### src/rtl/conv1x1_weight_loader_if.sv
// Weight-stream input and conv1x1 coefficient-write port bundled for the loader.
// The loader owns the master side; the weight source / residual block side uses slave.
interface conv1x1_weight_loader_if #(
    parameter int unsigned DATA_W = 16
);
    logic              w_valid;
    logic [DATA_W-1:0] w_data;
    logic              w_ready;
    logic [1:0]        conv1x1_h_write;
    logic [15:0]       conv1x1_h_index_in;
    logic [15:0]       conv1x1_h_index_out;
    logic [DATA_W-1:0] conv1x1_h_value;

    modport master (
        input  w_valid,
        input  w_data,
        output w_ready,
        output conv1x1_h_write,
        output conv1x1_h_index_in,
        output conv1x1_h_index_out,
        output conv1x1_h_value
    );

    modport slave (
        output w_valid,
        output w_data,
        input  w_ready,
        input  conv1x1_h_write,
        input  conv1x1_h_index_in,
        input  conv1x1_h_index_out,
        input  conv1x1_h_value
    );
endinterface

### src/rtl/conv1x1_weight_loader.sv
// Streams conv1x1 coefficients from a valid/ready source into a residual block's
// coefficient-write port, walking (out, in) out-major for the residual and/or skip path.
module conv1x1_weight_loader #(
    parameter int unsigned IN_CHANNELS  = 512,
    parameter int unsigned OUT_CHANNELS = 512,
    parameter int unsigned DATA_W       = 16
) (
    input  logic                          clk,
    input  logic                          reset,
    input  logic                          start,
    input  logic [1:0]                    path_mask,
    input  logic                          abort,
    output logic                          busy,
    output logic                          done,
    output logic                          aborted,
    conv1x1_weight_loader_if.master       bus
);

    localparam int unsigned IN_W  = (IN_CHANNELS > 1) ? $clog2(IN_CHANNELS) : 1;
    localparam int unsigned OUT_W = (OUT_CHANNELS > 1) ? $clog2(OUT_CHANNELS) : 1;
    localparam logic [IN_W-1:0]  IN_LAST  = IN_W'(IN_CHANNELS - 1);
    localparam logic [OUT_W-1:0] OUT_LAST = OUT_W'(OUT_CHANNELS - 1);

    typedef enum logic [1:0] {
        IDLE,
        LOAD_RES,
        LOAD_SKIP,
        DONE
    } state_t;

    state_t           state;
    logic [IN_W-1:0]  idx_in;
    logic [OUT_W-1:0] idx_out;
    // Only the skip bit matters after start: it decides whether LOAD_RES chains into LOAD_SKIP.
    logic             skip_latched;
    logic             accept;
    logic             last_beat;

    // Source may only hand over a beat while a path is loading and no abort is pending.
    always_comb begin
        bus.w_ready = 1'b0;
        if ((state == LOAD_RES || state == LOAD_SKIP) && !abort) begin
            bus.w_ready = 1'b1;
        end
    end

    assign accept    = bus.w_valid && bus.w_ready;
    assign last_beat = (idx_in == IN_LAST) && (idx_out == OUT_LAST);

    // Sequencer, index counters and registered write-port / status outputs.
    always_ff @(posedge clk or posedge reset) begin
        if (reset) begin
            state                   <= IDLE;
            idx_in                  <= '0;
            idx_out                 <= '0;
            skip_latched            <= 1'b0;
            busy                    <= 1'b0;
            done                    <= 1'b0;
            aborted                 <= 1'b0;
            bus.conv1x1_h_write     <= 2'b00;
            bus.conv1x1_h_index_in  <= '0;
            bus.conv1x1_h_index_out <= '0;
            bus.conv1x1_h_value     <= '0;
        end else begin
            // Strobes and pulses default low; indices and value hold.
            bus.conv1x1_h_write <= 2'b00;
            done                <= 1'b0;
            aborted             <= 1'b0;
            case (state)
                IDLE: begin
                    if (start) begin
                        skip_latched <= path_mask[0];
                        idx_in       <= '0;
                        idx_out      <= '0;
                        if (path_mask[1]) begin
                            state <= LOAD_RES;
                            busy  <= 1'b1;
                        end else if (path_mask[0]) begin
                            state <= LOAD_SKIP;
                            busy  <= 1'b1;
                        end else begin
                            state <= DONE;
                            done  <= 1'b1;
                        end
                    end
                end
                LOAD_RES, LOAD_SKIP: begin
                    if (abort) begin
                        state   <= IDLE;
                        busy    <= 1'b0;
                        aborted <= 1'b1;
                        idx_in  <= '0;
                        idx_out <= '0;
                    end else if (accept) begin
                        bus.conv1x1_h_write     <= (state == LOAD_RES) ? 2'b10 : 2'b01;
                        bus.conv1x1_h_index_in  <= 16'(idx_in);
                        bus.conv1x1_h_index_out <= 16'(idx_out);
                        bus.conv1x1_h_value     <= bus.w_data;
                        if (last_beat) begin
                            idx_in  <= '0;
                            idx_out <= '0;
                            if (state == LOAD_RES && skip_latched) begin
                                state <= LOAD_SKIP;
                            end else begin
                                state <= DONE;
                                busy  <= 1'b0;
                                done  <= 1'b1;
                            end
                        end else if (idx_in == IN_LAST) begin
                            idx_in  <= '0;
                            idx_out <= idx_out + OUT_W'(1);
                        end else begin
                            idx_in <= idx_in + IN_W'(1);
                        end
                    end
                end
                DONE: begin
                    state <= IDLE;
                end
                default: begin
                    state <= IDLE;
                end
            endcase
        end
    end

endmodule

### src/flat_wrapper.sv
// flat-port wrapper written by rule: the top's interface ports become plain ports
module conv1x1_weight_loader_flat 
#(
    parameter int unsigned IN_CHANNELS  = 512,
    parameter int unsigned OUT_CHANNELS = 512,
    parameter int unsigned DATA_W       = 16
)
  (clk, reset, start, path_mask, abort, busy, done, aborted, bus_w_valid, bus_w_data, bus_w_ready, bus_conv1x1_h_write, bus_conv1x1_h_index_in, bus_conv1x1_h_index_out, bus_conv1x1_h_value);
  conv1x1_weight_loader_if #(.DATA_W(DATA_W)) bus_i ();
  input  logic clk;
  input  logic reset;
  input  logic start;
  input  logic [1:0] path_mask;
  input  logic abort;
  output logic busy;
  output logic done;
  output logic aborted;
  input wire logic [$bits(bus_i.w_valid)-1:0] bus_w_valid;
  input wire logic [$bits(bus_i.w_data)-1:0] bus_w_data;
  output wire logic [$bits(bus_i.w_ready)-1:0] bus_w_ready;
  output wire logic [$bits(bus_i.conv1x1_h_write)-1:0] bus_conv1x1_h_write;
  output wire logic [$bits(bus_i.conv1x1_h_index_in)-1:0] bus_conv1x1_h_index_in;
  output wire logic [$bits(bus_i.conv1x1_h_index_out)-1:0] bus_conv1x1_h_index_out;
  output wire logic [$bits(bus_i.conv1x1_h_value)-1:0] bus_conv1x1_h_value;
  assign bus_i.w_valid = bus_w_valid;
  assign bus_i.w_data = bus_w_data;
  assign bus_w_ready = bus_i.w_ready;
  assign bus_conv1x1_h_write = bus_i.conv1x1_h_write;
  assign bus_conv1x1_h_index_in = bus_i.conv1x1_h_index_in;
  assign bus_conv1x1_h_index_out = bus_i.conv1x1_h_index_out;
  assign bus_conv1x1_h_value = bus_i.conv1x1_h_value;
  conv1x1_weight_loader #(.IN_CHANNELS(IN_CHANNELS), .OUT_CHANNELS(OUT_CHANNELS), .DATA_W(DATA_W)) u_core (.clk(clk), .reset(reset), .start(start), .path_mask(path_mask), .abort(abort), .busy(busy), .done(done), .aborted(aborted), .bus(bus_i));
endmodule
### config.mk
export PLATFORM = sky130hd
export DESIGN_NAME = conv1x1_weight_loader_flat
export DESIGN_NICKNAME = d
export VERILOG_FILES = /design/src/rtl/conv1x1_weight_loader_if.sv /design/src/rtl/conv1x1_weight_loader.sv /design/src/flat_wrapper.sv
export SDC_FILE = /design/constraint.sdc
export NUM_CORES = 1
export LEC_CHECK = 0
export CAP_MARGIN = 30
export CORE_ASPECT_RATIO = 1.5
export CORE_MARGIN = 2
export CORE_UTILIZATION = 30
export DETAILED_ROUTE_END_ITERATION = 10
export PLACE_DENSITY = 0.55
export SLEW_MARGIN = 40
export SYNTH_ARGS = -nofsm -noshare
export SYNTH_HDL_FRONTEND = slang
export SYNTH_SLANG_ARGS = --single-unit
### constraint.sdc
create_clock -name clk -period 2.6 [get_ports clk]
set_input_delay 0.26 -clock clk [delete_from_list [all_inputs] [get_ports clk]]
set_output_delay 0.26 -clock clk [all_outputs]
set_load 0.005 [all_outputs]
==> reports/metrics.cfg <==
[clocking]
cts.clk_slew.worst_paths_ps=50
cts_tree=yes
clkLatencyLatePin_ps=330
ctsLongestPathBuffers=2
cts_max_level=3
cts_inserted_buffers=9
cts-root-buf=clkbuf_16
cts_hold_buf=0
cts_sinks=60
cts_setup_buffers=0

[logic_synthesis]
ys_async_sr_fraction=1.00
synth_edf_count=0
syn_avg_cell_area_um2=11.7
seq_area_frac_synth=0.530
synth_cells=243
yosys_warnings=0
synth_flop_cell=dfrtp_1
synthDistinctLibCells=36
netlist_area_um2=2840
ys_seq_elements=60

[drt]
via_count=1992
drt_first_iter_violations=82
finalWirelength_um=5890
detail-route-antenna-nets=0
viasPerCell=4.67
drc=0
first_pass_iters=4
wire_per_inst_um=13.8

[timing]
fin_crit_sh=0.927
hold_slack_ps=260
drv_slew=0
fin_crit_ps=2410
rsz0062_at_grt=false
finalSetupTns_ps=0
clock_skew_ps=4.52
max_freq_mhz=415
hold_viol_final=0
setup_viol=0

[power]
power.leakage_nw=1.74
peakVddDrop_v=0.000428
p_total_mw=3.86
p_per_area_nw_per_um2=991

[critical_path]
arrival_ps=2150
required_ps=2340
cp-start-kind=flop
crit_type=flop to output port
crit_fanout=8
cp-end-kind=output port

[global_routing]
track_usage=0.122
overflow=0
grt_max_degree=42
grt_pass1_wl_um=9680
grt_pass1_vias=2012
antenna_found_initial=0

[cells_and_area]
fin_area_um2=3900
nFillCells=865
fin_cells=427
antenna_cells=0
final_net_count=341
drive_gt1_frac=0.210
layout_common_cells=clkdlybuf4s50_1 (62), dfrtp_1 (60), mux2_2 (36)
final_common_cell=clkdlybuf4s50_1
syn2layout_area_growth_pct=37.5

[placed_design]
dpl_cell_area_um2=3530
gp_congestion=0.775
placed_cells=411
dpl.hpwl_um=4280
io_buffers=62

[die]
dieHeight_um=123
num_rows=43
ios=77
core_um2=9200
die_x_um=83.4
start_util=0.308
die_area_um2=10300

[outcome]
status=complete, no violations

[job]
drv_cap=0

[worst_hold_path]
worstHoldPathType=input port to asynchronous set/reset pin

-- registers in the layout, summed over array words and instances (netlist names) --
| register | cells |
|---|---|
| u_core.state | 2 |
| u_core.done | 1 |
| u_core.idx_in | 9 |
| u_core.busy | 1 |
| u_core.bus.conv1x1_h_write | 2 |
| u_core.aborted | 1 |
| u_core.bus.conv1x1_h_index_in | 9 |
| u_core.skip_latched | 1 |
| u_core.idx_out | 9 |
| u_core.bus.conv1x1_h_value | 16 |
| u_core.bus.conv1x1_h_index_out | 9 |
-- final timing paths --
check | depth (start not counted) | slack [ps] | to | from
setup / recovery | 5 | 190 | bus_w_ready | u_core.state[0]
hold / removal | 2 | 260 | u_core.bus.conv1x1_h_value[10] | reset
setup reg to reg | 9 | 200 | u_core.idx_out[6] | u_core.idx_in[0]
hold reg to reg | 2 | 490 | u_core.bus.conv1x1_h_index_in[5] | u_core.bus.conv1x1_h_index_in[5]
max in group asynchronous | 3 | 1760 | u_core.idx_in[7] | reset
min in group clk | 2 | 490 | u_core.bus.conv1x1_h_index_in[5] | u_core.bus.conv1x1_h_index_in[5]
-- per-layer routing --
layer / global-route usage / share of wire / up-vias
met2: 0.214 / 0.53 / 53
met3: 0.0374 / 0.050 / 9
li1: - / - / 966
met5: 0 / 0 / -
met4: 0.0738 / 0.022 / 0
met1: 0.128 / 0.40 / 964
-- kinds of logic after synthesis --
logic type	count (synthesis)	share of synthesized area
mux	39	0.154
compound gates	40	0.0777
fa+ha+maj	8	0.0353
other cells	1	0.00132
flops	60	0.530
buf+inv	31	0.0688
simple gates	64	0.134
-- what timing repair did --
action | CTS | global route
endpoints found under the hold margin | 0 | 0
endpoints found under the setup margin | 0 | 9
resized for setup | 0 | 3
-- final cells by class --
| class | count | area (um^2) | share of cell area |
|---|---|---|---|
| Clock buffer | 12 | 256 | 0.0658 |
| Clock inverter | 4 | 95.1 | 0.0244 |
| Inverter | 6 | 22.5 | 0.00578 |
| Multi-Input combinational cell | 165 | 1200 | 0.309 |
| Sequential cell | 60 | 1500 | 0.385 |
| Tap cell | 112 | 140 | 0.0359 |
| Timing Repair Buffer | 68 | 678 | 0.174 |
-- cell usage after synthesis (6+ instances only) --
| library cell | instances | area [um^2] |
|---|---|---|
| inv_1 | 6 | 22.5 |
| nor2_1 | 7 | 26.3 |
| and3_1 | 6 | 37.5 |
| a21oi_1 | 7 | 35.0 |
| dfrtp_1 | 60 | 1500 |
| ha_1 | 8 | 100 |
| nand2_1 | 21 | 78.8 |
| mux2_2 | 36 | 405 |
| o21ai_1 | 10 | 50.1 |
| o21ai_0 | 15 | 75.1 |
| buf_4 | 18 | 135 |
-- per-stage QoR --
step	worst slack, ps	utilization
floorplan	218	-
global placement	162	0.384
detailed placement	99.5	0.384
CTS	92.9	0.422
global route	26.3	0.424
finish	189	0.424
-- where the power goes --
group | total [mW] | switching, mW | internal (mW)
clock network | 1.39 | 0.401 | 0.986
registers | 1.24 | 0.103 | 1.14
logic | 1.24 | 0.549 | 0.689
total | 3.86 | 1.05 | 2.81
-- worst max-delay path, stage by stage, from the launching register on --
cell	delay, ps
dfrtp_1	390
inv_1	80
ha_1	400
nand2b_1	260
inv_1	170
clkdlybuf4s50_1	520
Power figures use the tool's default switching activity.
